$ cat config.mk
export PLATFORM = sky130hd
export DESIGN_NAME = dmi_initiator
export DESIGN_NICKNAME = d
export VERILOG_FILES = /design/src/rtl/dmi_pkg.sv /design/src/rtl/dmi_timeout_ctr.sv /design/src/rtl/dmi_initiator.sv
export SDC_FILE = /design/constraint.sdc
export NUM_CORES = 1
export LEC_CHECK = 0
export CAP_MARGIN = 20
export CORE_MARGIN = 3
export CORE_UTILIZATION = 46
export DETAILED_ROUTE_END_ITERATION = 8
export GPL_TIMING_DRIVEN = 0
export MAX_ROUTING_LAYER = met4
export PLACE_DENSITY = 0.93
export SETUP_SLACK_MARGIN = 0.02
export SYNTH_ARGS = -nofsm -noshare
export SYNTH_HDL_FRONTEND = slang
export SYNTH_HIERARCHICAL = 1
export SYNTH_SLANG_ARGS = --single-unit
$ cat constraint.sdc
create_clock -name clk -period 3.6 [get_ports clk]
set_input_delay 0.72 -clock clk [delete_from_list [all_inputs] [get_ports clk]]
set_output_delay 0.72 -clock clk [all_outputs]
set_load 0.005 [all_outputs]
$ cat src/rtl/dmi_pkg.sv
// Shared types and constants for the DMI initiator.
// Ports: none (package).
package dmi_pkg;

    localparam int DMI_ADDR_W = 7;
    localparam int DMI_DATA_W = 32;

    typedef enum logic [1:0] {
        NOP   = 2'b00,
        READ  = 2'b01,
        WRITE = 2'b10,
        RSVD  = 2'b11
    } dmi_op_e;

    typedef enum logic [1:0] {
        SUCCESS = 2'b00,
        FAILED  = 2'b10,
        BUSY    = 2'b11
    } dmi_status_e;

    typedef enum logic [1:0] {
        IDLE,
        REQ,
        WAIT_RSP,
        RESP
    } dmi_init_state_e;

    // The reserved status code 01 is reported to the host as a failure.
    function automatic dmi_status_e to_status(input logic [1:0] raw);
        case (raw)
            2'b00:   return SUCCESS;
            2'b11:   return BUSY;
            default: return FAILED;
        endcase
    endfunction

endpackage

$ cat src/rtl/dmi_timeout_ctr.sv
// Response timeout counter: cleared by clr_i, counts while en_i.
// Ports: clk, reset, clr_i, en_i, expire_o (high while count is TIMEOUT_CYCLES-1).
module dmi_timeout_ctr
    import dmi_pkg::*;
#(
    parameter int TIMEOUT_CYCLES = 256
) (
    input  logic clk,
    input  logic reset,
    input  logic clr_i,
    input  logic en_i,
    output logic expire_o
);

    localparam int CW = (TIMEOUT_CYCLES > 2) ? $clog2(TIMEOUT_CYCLES) : 1;
    localparam logic [CW-1:0] LAST = CW'(TIMEOUT_CYCLES - 1);

    logic [CW-1:0] cnt_q;
    logic [CW-1:0] cnt_d;

    assign expire_o = en_i && (cnt_q == LAST);

    always_comb begin
        cnt_d = cnt_q;
        if (clr_i) begin
            cnt_d = '0;
        end else if (en_i && !expire_o) begin
            cnt_d = cnt_q + 1'b1;
        end
    end

    always_ff @(posedge clk) begin
        if (reset) begin
            cnt_q <= '0;
        end else begin
            cnt_q <= cnt_d;
        end
    end

endmodule

$ cat src/rtl/dmi_initiator.sv
// DMI master: takes host requests, issues them on the DMI request channel,
// returns the DMI response (or a timeout failure) to the host.
// Ports: host_req_* (host request), host_rsp_* (host response),
//        dmi_req_* / dmi_rsp_* (debug module side), timeout_o (abort pulse).
// Optional: define DMI_BUSY_RETRY_EN to re-issue requests answered busy.
module dmi_initiator
    import dmi_pkg::*;
#(
    parameter int ADDR_W         = DMI_ADDR_W,
    parameter int DATA_W         = DMI_DATA_W,
    parameter int TIMEOUT_CYCLES = 256,
    parameter int MAX_RETRIES    = 3
) (
    input  logic              clk,
    input  logic              reset,
    input  logic              host_req_valid_i,
    output logic              host_req_ready_o,
    input  logic [1:0]        host_req_op_i,
    input  logic [ADDR_W-1:0] host_req_addr_i,
    input  logic [DATA_W-1:0] host_req_data_i,
    output logic              host_rsp_valid_o,
    input  logic              host_rsp_ready_i,
    output logic [1:0]        host_rsp_op_o,
    output logic [DATA_W-1:0] host_rsp_data_o,
    output logic              dmi_req_valid_o,
    input  logic              dmi_req_ready_i,
    output logic [1:0]        dmi_req_op_o,
    output logic [ADDR_W-1:0] dmi_req_address_o,
    output logic [DATA_W-1:0] dmi_req_data_o,
    input  logic              dmi_rsp_valid_i,
    input  logic [1:0]        dmi_rsp_op_i,
    input  logic [DATA_W-1:0] dmi_rsp_data_i,
    output logic              timeout_o
);

    dmi_init_state_e   state_q;
    dmi_op_e           req_op_q;
    logic [ADDR_W-1:0] req_addr_q;
    logic [DATA_W-1:0] req_data_q;
    logic              req_valid_q;
    logic              host_ready_q;
    logic              rsp_valid_q;
    dmi_status_e       rsp_op_q;
    logic [DATA_W-1:0] rsp_data_q;
    logic              timeout_q;

    logic              in_flight;
    logic              handshake;
    logic              rsp_cap;
    dmi_status_e       rsp_status;
    logic [DATA_W-1:0] rsp_data_sel;
    logic              retry_now;
    logic              tmr_expire;

    assign in_flight  = (state_q == REQ) || (state_q == WAIT_RSP);
    assign handshake  = (state_q == REQ) && dmi_req_ready_i;
    // A response is only taken after (or with) the request handshake.
    assign rsp_cap    = dmi_rsp_valid_i && (handshake || state_q == WAIT_RSP);
    assign rsp_status = to_status(dmi_rsp_op_i);
    assign rsp_data_sel = (req_op_q == READ && rsp_status == SUCCESS)
                        ? dmi_rsp_data_i : '0;

`ifdef DMI_BUSY_RETRY_EN
    localparam int RW = (MAX_RETRIES > 1) ? $clog2(MAX_RETRIES + 1) : 1;
    logic [RW-1:0] retry_q;
    assign retry_now = rsp_cap && (rsp_status == BUSY)
                    && (int'(retry_q) < MAX_RETRIES);
`else
    // Busy is always handed to the host; the retry limit has no effect.
    assign retry_now = 1'b0 && (MAX_RETRIES != 0);
`endif

    dmi_timeout_ctr #(
        .TIMEOUT_CYCLES(TIMEOUT_CYCLES)
    ) u_tmr (
        .clk      (clk),
        .reset    (reset),
        .clr_i    (!in_flight || retry_now),
        .en_i     (in_flight),
        .expire_o (tmr_expire)
    );

    always_ff @(posedge clk) begin
        if (reset) begin
            state_q      <= IDLE;
            req_op_q     <= NOP;
            req_addr_q   <= '0;
            req_data_q   <= '0;
            req_valid_q  <= 1'b0;
            host_ready_q <= 1'b1;
            rsp_valid_q  <= 1'b0;
            rsp_op_q     <= SUCCESS;
            rsp_data_q   <= '0;
            timeout_q    <= 1'b0;
`ifdef DMI_BUSY_RETRY_EN
            retry_q      <= '0;
`endif
        end else begin
            timeout_q <= 1'b0;
            unique case (state_q)
                IDLE: begin
`ifdef DMI_BUSY_RETRY_EN
                    retry_q <= '0;
`endif
                    if (host_req_valid_i && host_ready_q) begin
                        host_ready_q <= 1'b0;
                        req_op_q     <= dmi_op_e'(host_req_op_i);
                        req_addr_q   <= host_req_addr_i;
                        req_data_q   <= host_req_data_i;
                        case (dmi_op_e'(host_req_op_i))
                            READ, WRITE: begin
                                state_q     <= REQ;
                                req_valid_q <= 1'b1;
                            end
                            NOP: begin
                                state_q     <= RESP;
                                rsp_valid_q <= 1'b1;
                                rsp_op_q    <= SUCCESS;
                                rsp_data_q  <= '0;
                            end
                            default: begin
                                state_q     <= RESP;
                                rsp_valid_q <= 1'b1;
                                rsp_op_q    <= FAILED;
                                rsp_data_q  <= '0;
                            end
                        endcase
                    end
                end
                REQ, WAIT_RSP: begin
                    if (handshake) begin
                        state_q     <= WAIT_RSP;
                        req_valid_q <= 1'b0;
                    end
                    // A response in the expiry cycle beats the timeout.
                    if (rsp_cap) begin
                        if (retry_now) begin
                            state_q     <= REQ;
                            req_valid_q <= 1'b1;
`ifdef DMI_BUSY_RETRY_EN
                            retry_q     <= retry_q + 1'b1;
`endif
                        end else begin
                            state_q     <= RESP;
                            req_valid_q <= 1'b0;
                            rsp_valid_q <= 1'b1;
                            rsp_op_q    <= rsp_status;
                            rsp_data_q  <= rsp_data_sel;
                        end
                    end else if (tmr_expire) begin
                        state_q     <= RESP;
                        timeout_q   <= 1'b1;
                        req_valid_q <= 1'b0;
                        rsp_valid_q <= 1'b1;
                        rsp_op_q    <= FAILED;
                        rsp_data_q  <= '0;
                    end
                end
                RESP: begin
                    if (host_rsp_ready_i) begin
                        state_q      <= IDLE;
                        rsp_valid_q  <= 1'b0;
                        host_ready_q <= 1'b1;
                    end
                end
            endcase
        end
    end

    assign host_req_ready_o  = host_ready_q;
    assign host_rsp_valid_o  = rsp_valid_q;
    assign host_rsp_op_o     = rsp_op_q;
    assign host_rsp_data_o   = rsp_data_q;
    assign dmi_req_valid_o   = req_valid_q;
    assign dmi_req_op_o      = req_op_q;
    assign dmi_req_address_o = req_addr_q;
    assign dmi_req_data_o    = req_data_q;
    assign timeout_o         = timeout_q;

endmodule
# --- Word level (Yosys, flattened, before mapping) ---
# Cells that the tools add are included.
totals:
  output_inout_bits: 79
  register_bits: 89
  input_bits: 81
  elab_cells: 88
classes:
  mux: 35
  n_reduce_logical: 25
  bitwise_logic: 2
  add_sub_neg: 1
  n_eq_ne: 14
op_table:
  columns: ["operator", "n"]
  rows:
  - ["$mux W32", 5]
  - ["$pmux W32 S2", 1]
  - ["$mux W2", 9]
  - ["$mux W1", 13]
  - ["$pmux W2 S2", 3]
  - ["$reduce_and A4 Y1", 3]
  - ["$add A8 B1 Y8 const B", 1]
  - ["$eq A2 B2 Y1 const B", 4]
  - ["$eq A8 B8 Y1 const B", 1]
  - ["$logic_not A2 Y1", 4]
  - ["$eq A2 B1 Y1 const B", 3]
  - ["$logic_and A1 B1 Y1", 6]
  - ["$ne A2 B2 Y1 const B", 3]
  - ["$pmux W2 S3", 1]
  - ["$reduce_and A3 Y1", 2]
  - ["$reduce_or A2 Y1", 3]
  - ["$ne A4 B3 Y1 const B", 1]
  - ["$pmux W1 S2", 2]
  - ["$reduce_bool A2 Y1", 2]
  - ["$ne A3 B2 Y1 const B", 1]
  - ["$pmux W1 S3", 1]
  - ["$reduce_or A3 Y1", 1]
  - ["$logic_or A1 B1 Y1", 2]
  - ["$ne A2 B1 Y1 const B", 1]
  - ["3 further kinds", 4]

# --- Depth between registers and ports, before layout ---
logic_depth:
  depth_word: 7
  depth_mapped: 10
  depth_no_buf: 8

# --- Cells and area by module ---
# The synthesis kept the hierarchy.
by_module_without_submodules:
  columns: ["module", "instances", "cells_per_inst", "area_per_inst_um2", "seq_area_each_um2"]
  rows:
  - ["dmi_initiator", 1, 355, 3279.4, 1621.6]
  - ["dmi_timeout_ctr", 1, 49, 434.2, 160.2]

# --- Worst setup path before layout ---
# OpenSTA, ideal clock, no wires.
synth_timing:
  path_kind: "flip-flop to flip-flop"
  start: "register state_q[0]"
  end: "register rsp_data_q[10], in the netlist host_rsp_data_o[10]"
  path_buffers: 1
  t_required_ns: 3.485
  setup_time_ns: 0.115
  arrival_time_ns: 2.051
  path_slack_ns: 1.433
  period_less_slack_ns: 2.167
  stages_incl_launch_ff: 10
  path_cell_list: "dfxtp_1 > inv_1 > ha_1 > nand3_1 > nor2_1 > and2b_1 > a32oi_4 > buf_4 > nor3b_1 > a31o_1"
synth_via:
  elab_cells_between_ends: 16
synth_rtl:
  columns: ["element", "line_no", "rtl"]
  rows:
  - ["start: declaration", "dmi_initiator.sv:36", "dmi_init_state_e state_q;"]
  - ["start signal: assignment", "dmi_initiator.sv:85", "state_q <= IDLE;"]
  - ["start signal: assignment", "dmi_initiator.sv:112", "state_q <= REQ;"]
  - ["start signal: assignment", "dmi_initiator.sv:116", "state_q <= RESP;"]
  - ["$eq A2 B1 Y1 or $eq A2 B2 Y1 (tied branches)", "dmi_initiator.sv:55", "assign in_flight = (state_q == REQ) || (state_q == WAIT_RSP);"]
  - ["$logic_or A1 B1 Y1 *", "dmi_initiator.sv:55", null]
  - ["net in_flight", "dmi_initiator.sv:47", "logic in_flight;"]
  - ["$logic_and A1 B1 Y1 *", "dmi_timeout_ctr.sv:21", "assign expire_o = en_i && (cnt_q == LAST);"]
  - ["net tmr_expire", "dmi_initiator.sv:53", "logic tmr_expire;"]
  - ["$ne A3 B2 Y1 (no source line) *", null, null]
  - ["$reduce_and A4 Y1 (no source line) *", null, null]
  - ["end signal: assignment", "dmi_initiator.sv:148", "rsp_data_q <= rsp_data_sel;"]
  - ["end: declaration", "dmi_initiator.sv:44", "logic [DATA_W-1:0] rsp_data_q;"]
# Mark *: on every way through the listed nets, which the timed path passes. The rest lies on a longest branch.
# A chain may end at the register's enable or synchronous reset.

# --- Final worst setup path ---
layout_timing:
  start: "register state_q[0]"
  end: "register rsp_op_q[1], in the netlist host_rsp_op_o[1]"
layout_via:
  elab_cells_between_ends: 16
layout_rtl:
  columns: ["element", "line_no", "rtl"]
  rows:
  - ["$eq A2 B1 Y1 or $eq A2 B2 Y1 (tied branches)", "dmi_initiator.sv:55", null]
  - ["$logic_or A1 B1 Y1 *", "dmi_initiator.sv:55", null]
  - ["net in_flight", "dmi_initiator.sv:47", null]
  - ["$logic_and A1 B1 Y1 *", "dmi_timeout_ctr.sv:21", null]
  - ["net tmr_expire", "dmi_initiator.sv:53", null]
  - ["$ne A3 B2 Y1 (no source line) *", null, null]
  - ["$reduce_and A4 Y1 (no source line) *", null, null]
  - ["end signal: assignment", "dmi_initiator.sv:147", "rsp_op_q <= rsp_status;"]
  - ["end: declaration", "dmi_initiator.sv:43", "dmi_status_e rsp_op_q;"]
# Marked as above.

==> flow_metrics.env <==
export IMPL_fin_crit_sh=0.727
export IMPL_dr_max_layer_used="met4"
export IMPL_grt_max_degree=17
export IMPL_maxSlewViolCount=0
export IMPL_synthMuxAreaShare=0.00809
export IMPL_outcome="finished, final reports clean"
export IMPL_wl_mm=10.2
export IMPL_antennaDiodeCount=0
export IMPL_timing_hold_ws_ps=460
export IMPL_place_area_mm2=0.00543
export IMPL_stdcell_area_mm2=0.00566
export IMPL_peakVddDrop_mv=0.272
export IMPL_cp_endpoint="host_rsp_op_o[1]"
export IMPL_multi_input_area_mm2=0.00169
export IMPL_powerDensity_mw_per_mm2=518
export IMPL_wl_met1_mm=4.01
export IMPL_cp_num_cells=10
export IMPL_synth_edf_count=0
export IMPL_drt_initial_drc_count=134
export IMPL_fmax_mhz=382
export IMPL_synth_top_family_by_area="simple AND/OR/NAND/NOR gates"
export IMPL_vias=3552
export IMPL_p_leak_nw=2.05
export IMPL_slew_headroom=0.652
export IMPL_cts_buffer_depth=2
export IMPL_fin_nets=661
export IMPL_required_ps=3880
export IMPL_synthDistinctLibCells=47
export IMPL_area_growth_pct=52.4
export IMPL_pre_cts_ws_ps=800
export IMPL_ys_ff_latch=89
export IMPL_slowest_delay_ps=540
export IMPL_track_usage=0.225
export IMPL_synth_adder_area_share=0.0202
export IMPL_hold_viol_final=0
export IMPL_final_setup_tns_ps=0
export IMPL_post_cts_setup_buffers=0
export IMPL_netlist_area_mm2=0.00371
export IMPL_ys_async_sr_fraction=0
export IMPL_drive_gt1_frac=0.0777
export IMPL_yosys_area_share_simple=0.223
export IMPL_synth_xor_area_frac=0
export IMPL_die_width_um=95.9
export IMPL_drv_cap=0
export IMPL_syn_num_nets=491
export IMPL_critPathLaunch="state_q[0]"
export IMPL_hpwl_mm=7.80
export IMPL_drt_pass1_iter_count=4
export IMPL_wl_per_cell_um=14.9
export IMPL_synth_compound_area_frac=0.205
export IMPL_regArea_mm2=0.00178
export IMPL_drc=0
export IMPL_cp_top_family="simple AND/OR/NAND/NOR gates"
export IMPL_gp_congestion=0.865
export IMPL_clkTransAtPathRegs_ps=100
export IMPL_hold_path_class="flip-flop to flip-flop"
export IMPL_synthTopCellsByArea="dfxtp_1 (48%), nand2_1 (9.6%), a31o_1 (7.5%)"
export IMPL_fin_ws_ps=981
export IMPL_rsz0062_at_grt="false"
export IMPL_cp_arrival_ps=2900
export IMPL_via_per_inst=5.22
export IMPL_cts_root_buf="clkbuf_8"
export IMPL_ys_warn_count=6
export IMPL_yosys_cell_count_top_type="nand2_1"
export IMPL_cp_cell_sequence="inv_1 > ha_1 > nand3_1 > nor2_1 > and2b_1 > a32oi_4 > buf_6 > buf_8 > nand3_2 > a21oi_2"
export IMPL_die_h_um=95.9
export IMPL_cts_tree="yes"
export IMPL_fin_util=0.729
export IMPL_dp_cells=665
export IMPL_cts_resized=0
export IMPL_worstSkewPairLatency_ps=350
export IMPL_worstSetupEndpointType="flip-flop"
export IMPL_path_class="flip-flop to flip-flop"
export IMPL_cts_sinks=89
export IMPL_stdcell_count=681
export IMPL_core_area_mm2=0.00777
export IMPL_worst_pin_slew_ps=522
export IMPL_power_mw=2.93
export IMPL_worst_path_max_fanout=13
export IMPL_ctsHoldBuffers=0
export IMPL_htreeDepth=3
export IMPL_grt_pass1_wl_mm=16.1
export IMPL_synthCells=404
export IMPL_r2r_end="host_rsp_op_o[1]"
export IMPL_antenna_found_initial=0
export IMPL_met2WireLength_mm=5.18
export IMPL_ant_nets=0
export IMPL_timing_rr_start="state_q[0]"
export IMPL_ys_flop_type="dfxtp_1"
export IMPL_r2r_slack_ps=980
export IMPL_start_util=0.478
export IMPL_pin_count=160
export IMPL_fin_crit_ps=2620
export IMPL_yosysTopAreaCell="dfxtp_1"
export IMPL_grt_ovfl_total=0
export IMPL_synth_seq_area_share=0.480
export IMPL_cp_slowest_cell="ha_1"
export IMPL_worst_path_buf_inv=3
export IMPL_setup_viol=0
export IMPL_row_count=32
export IMPL_synth_top_area_share=0.480
export IMPL_port_buffers=159
export IMPL_die_area_mm2=0.00919
export IMPL_grt_pass1_vias=3569
export IMPL_nFillCells=568
export IMPL_syn_avg_cell_area_um2=9.19
export IMPL_cts_buffers=9
export IMPL_finClkSkew_ps=12.3
export IMPL_wl_met3_um=820
export IMPL_rr_worst_depth=10
export IMPL_synth_common_cells="nand2_1 (95), dfxtp_1 (89), a21oi_1 (53), a31o_1 (32), nor3b_1 (32)"
export IMPL_startpoint_type="flip-flop"
## power breakdown
| part | internal, mW | switching [mW] | leakage, nW |
|---|---|---|---|
| Clock | 0.400 | 0.371 | 0.116 |
| Sequential | 1.09 | 0.0672 | 0.723 |
| Combinational | 0.479 | 0.525 | 1.21 |
| Total | 1.97 | 0.963 | 2.05 |
## registers in the layout (all words and copies together), names as in the netlist
| name | flops |
|---|---|
| dmi_req_address_o | 7 |
| dmi_req_data_o | 32 |
| dmi_req_op_o | 2 |
| dmi_req_valid_o | 1 |
| host_req_ready_o | 1 |
| host_rsp_data_o | 32 |
| host_rsp_op_o | 2 |
| host_rsp_valid_o | 1 |
| state_q | 2 |
| timeout_o | 1 |
| u_tmr/cnt_q | 8 |
## worst reg2reg max path, cell delays in order (launching register included)
cell	delay, ps
dfxtp_1	410
inv_1	80
ha_1	540
nand3_1	230
nor2_1	190
and2b_1	260
a32oi_4	290
buf_6	200
buf_8	140
nand3_2	70
a21oi_2	130
## cell usage in the layout, fill, tap and decap left out, types with 2 or more instances in the layout
cell type and instances:
buf_2 5, clkbuf_1 7, nor2_1 4, nand2b_1 4
inv_1 8, a21oi_1 53, and4_1 2, bufinv_16 2
dfxtp_1 89, nand3_1 5, nor3_1 2, a31o_1 32
nand4_1 2, clkinv_4 2, o21bai_1 2, clkdlybuf4s50_1 159
ha_1 6, a21oi_2 2, a31oi_1 2, nand3b_1 2
buf_1 3, mux2i_1 3, nor3b_1 32, o21ai_0 5
nand2_1 95, buf_6 9, buf_4 3, a211oi_1 5
clkbuf_8 9
## layout make-up
cell class / count / area share
sequential: 89 / 0.315
multi-input combinational: 278 / 0.299
timing repair buffer: 159 / 0.281
buffer: 29 / 0.0371
tap: 102 / 0.0226
clock buffer: 9 / 0.0219
clock inverter: 7 / 0.0181
inverter: 8 / 0.00531
## kinds of logic after synthesis
kind of cell / count (synthesis)
AOI/OAI and AO/OA: 110
adders and majority gates: 6
buffers and inverters: 37
DFF: 89
muxes: 3
and+or+nand+nor: 159
## routing by layer
| layer | track usage | up-vias |
|---|---|---|
| met5 | - | - |
| met4 | 0.0616 | 0 |
| met3 | 0.0680 | 14 |
| met2 | 0.380 | 126 |
| met1 | 0.260 | 1655 |
| li1 | - | 1757 |
## worst min path at each step
stage / from / to / slack, ps / depth (start not counted)
global placement: dmi_req_address_o[1] / dmi_req_address_o[1] / 440 / 2
floorplan: dmi_req_address_o[0] / dmi_req_address_o[0] / 450 / 2
CTS: dmi_req_data_o[31] / dmi_req_data_o[31] / 460 / 2
finish: dmi_req_data_o[5] / dmi_req_data_o[5] / 460 / 2
detailed placement: dmi_req_data_o[31] / dmi_req_data_o[31] / 450 / 2
global route: dmi_req_data_o[9] / dmi_req_data_o[9] / 470 / 2
(Power assumes the default switching activity.)
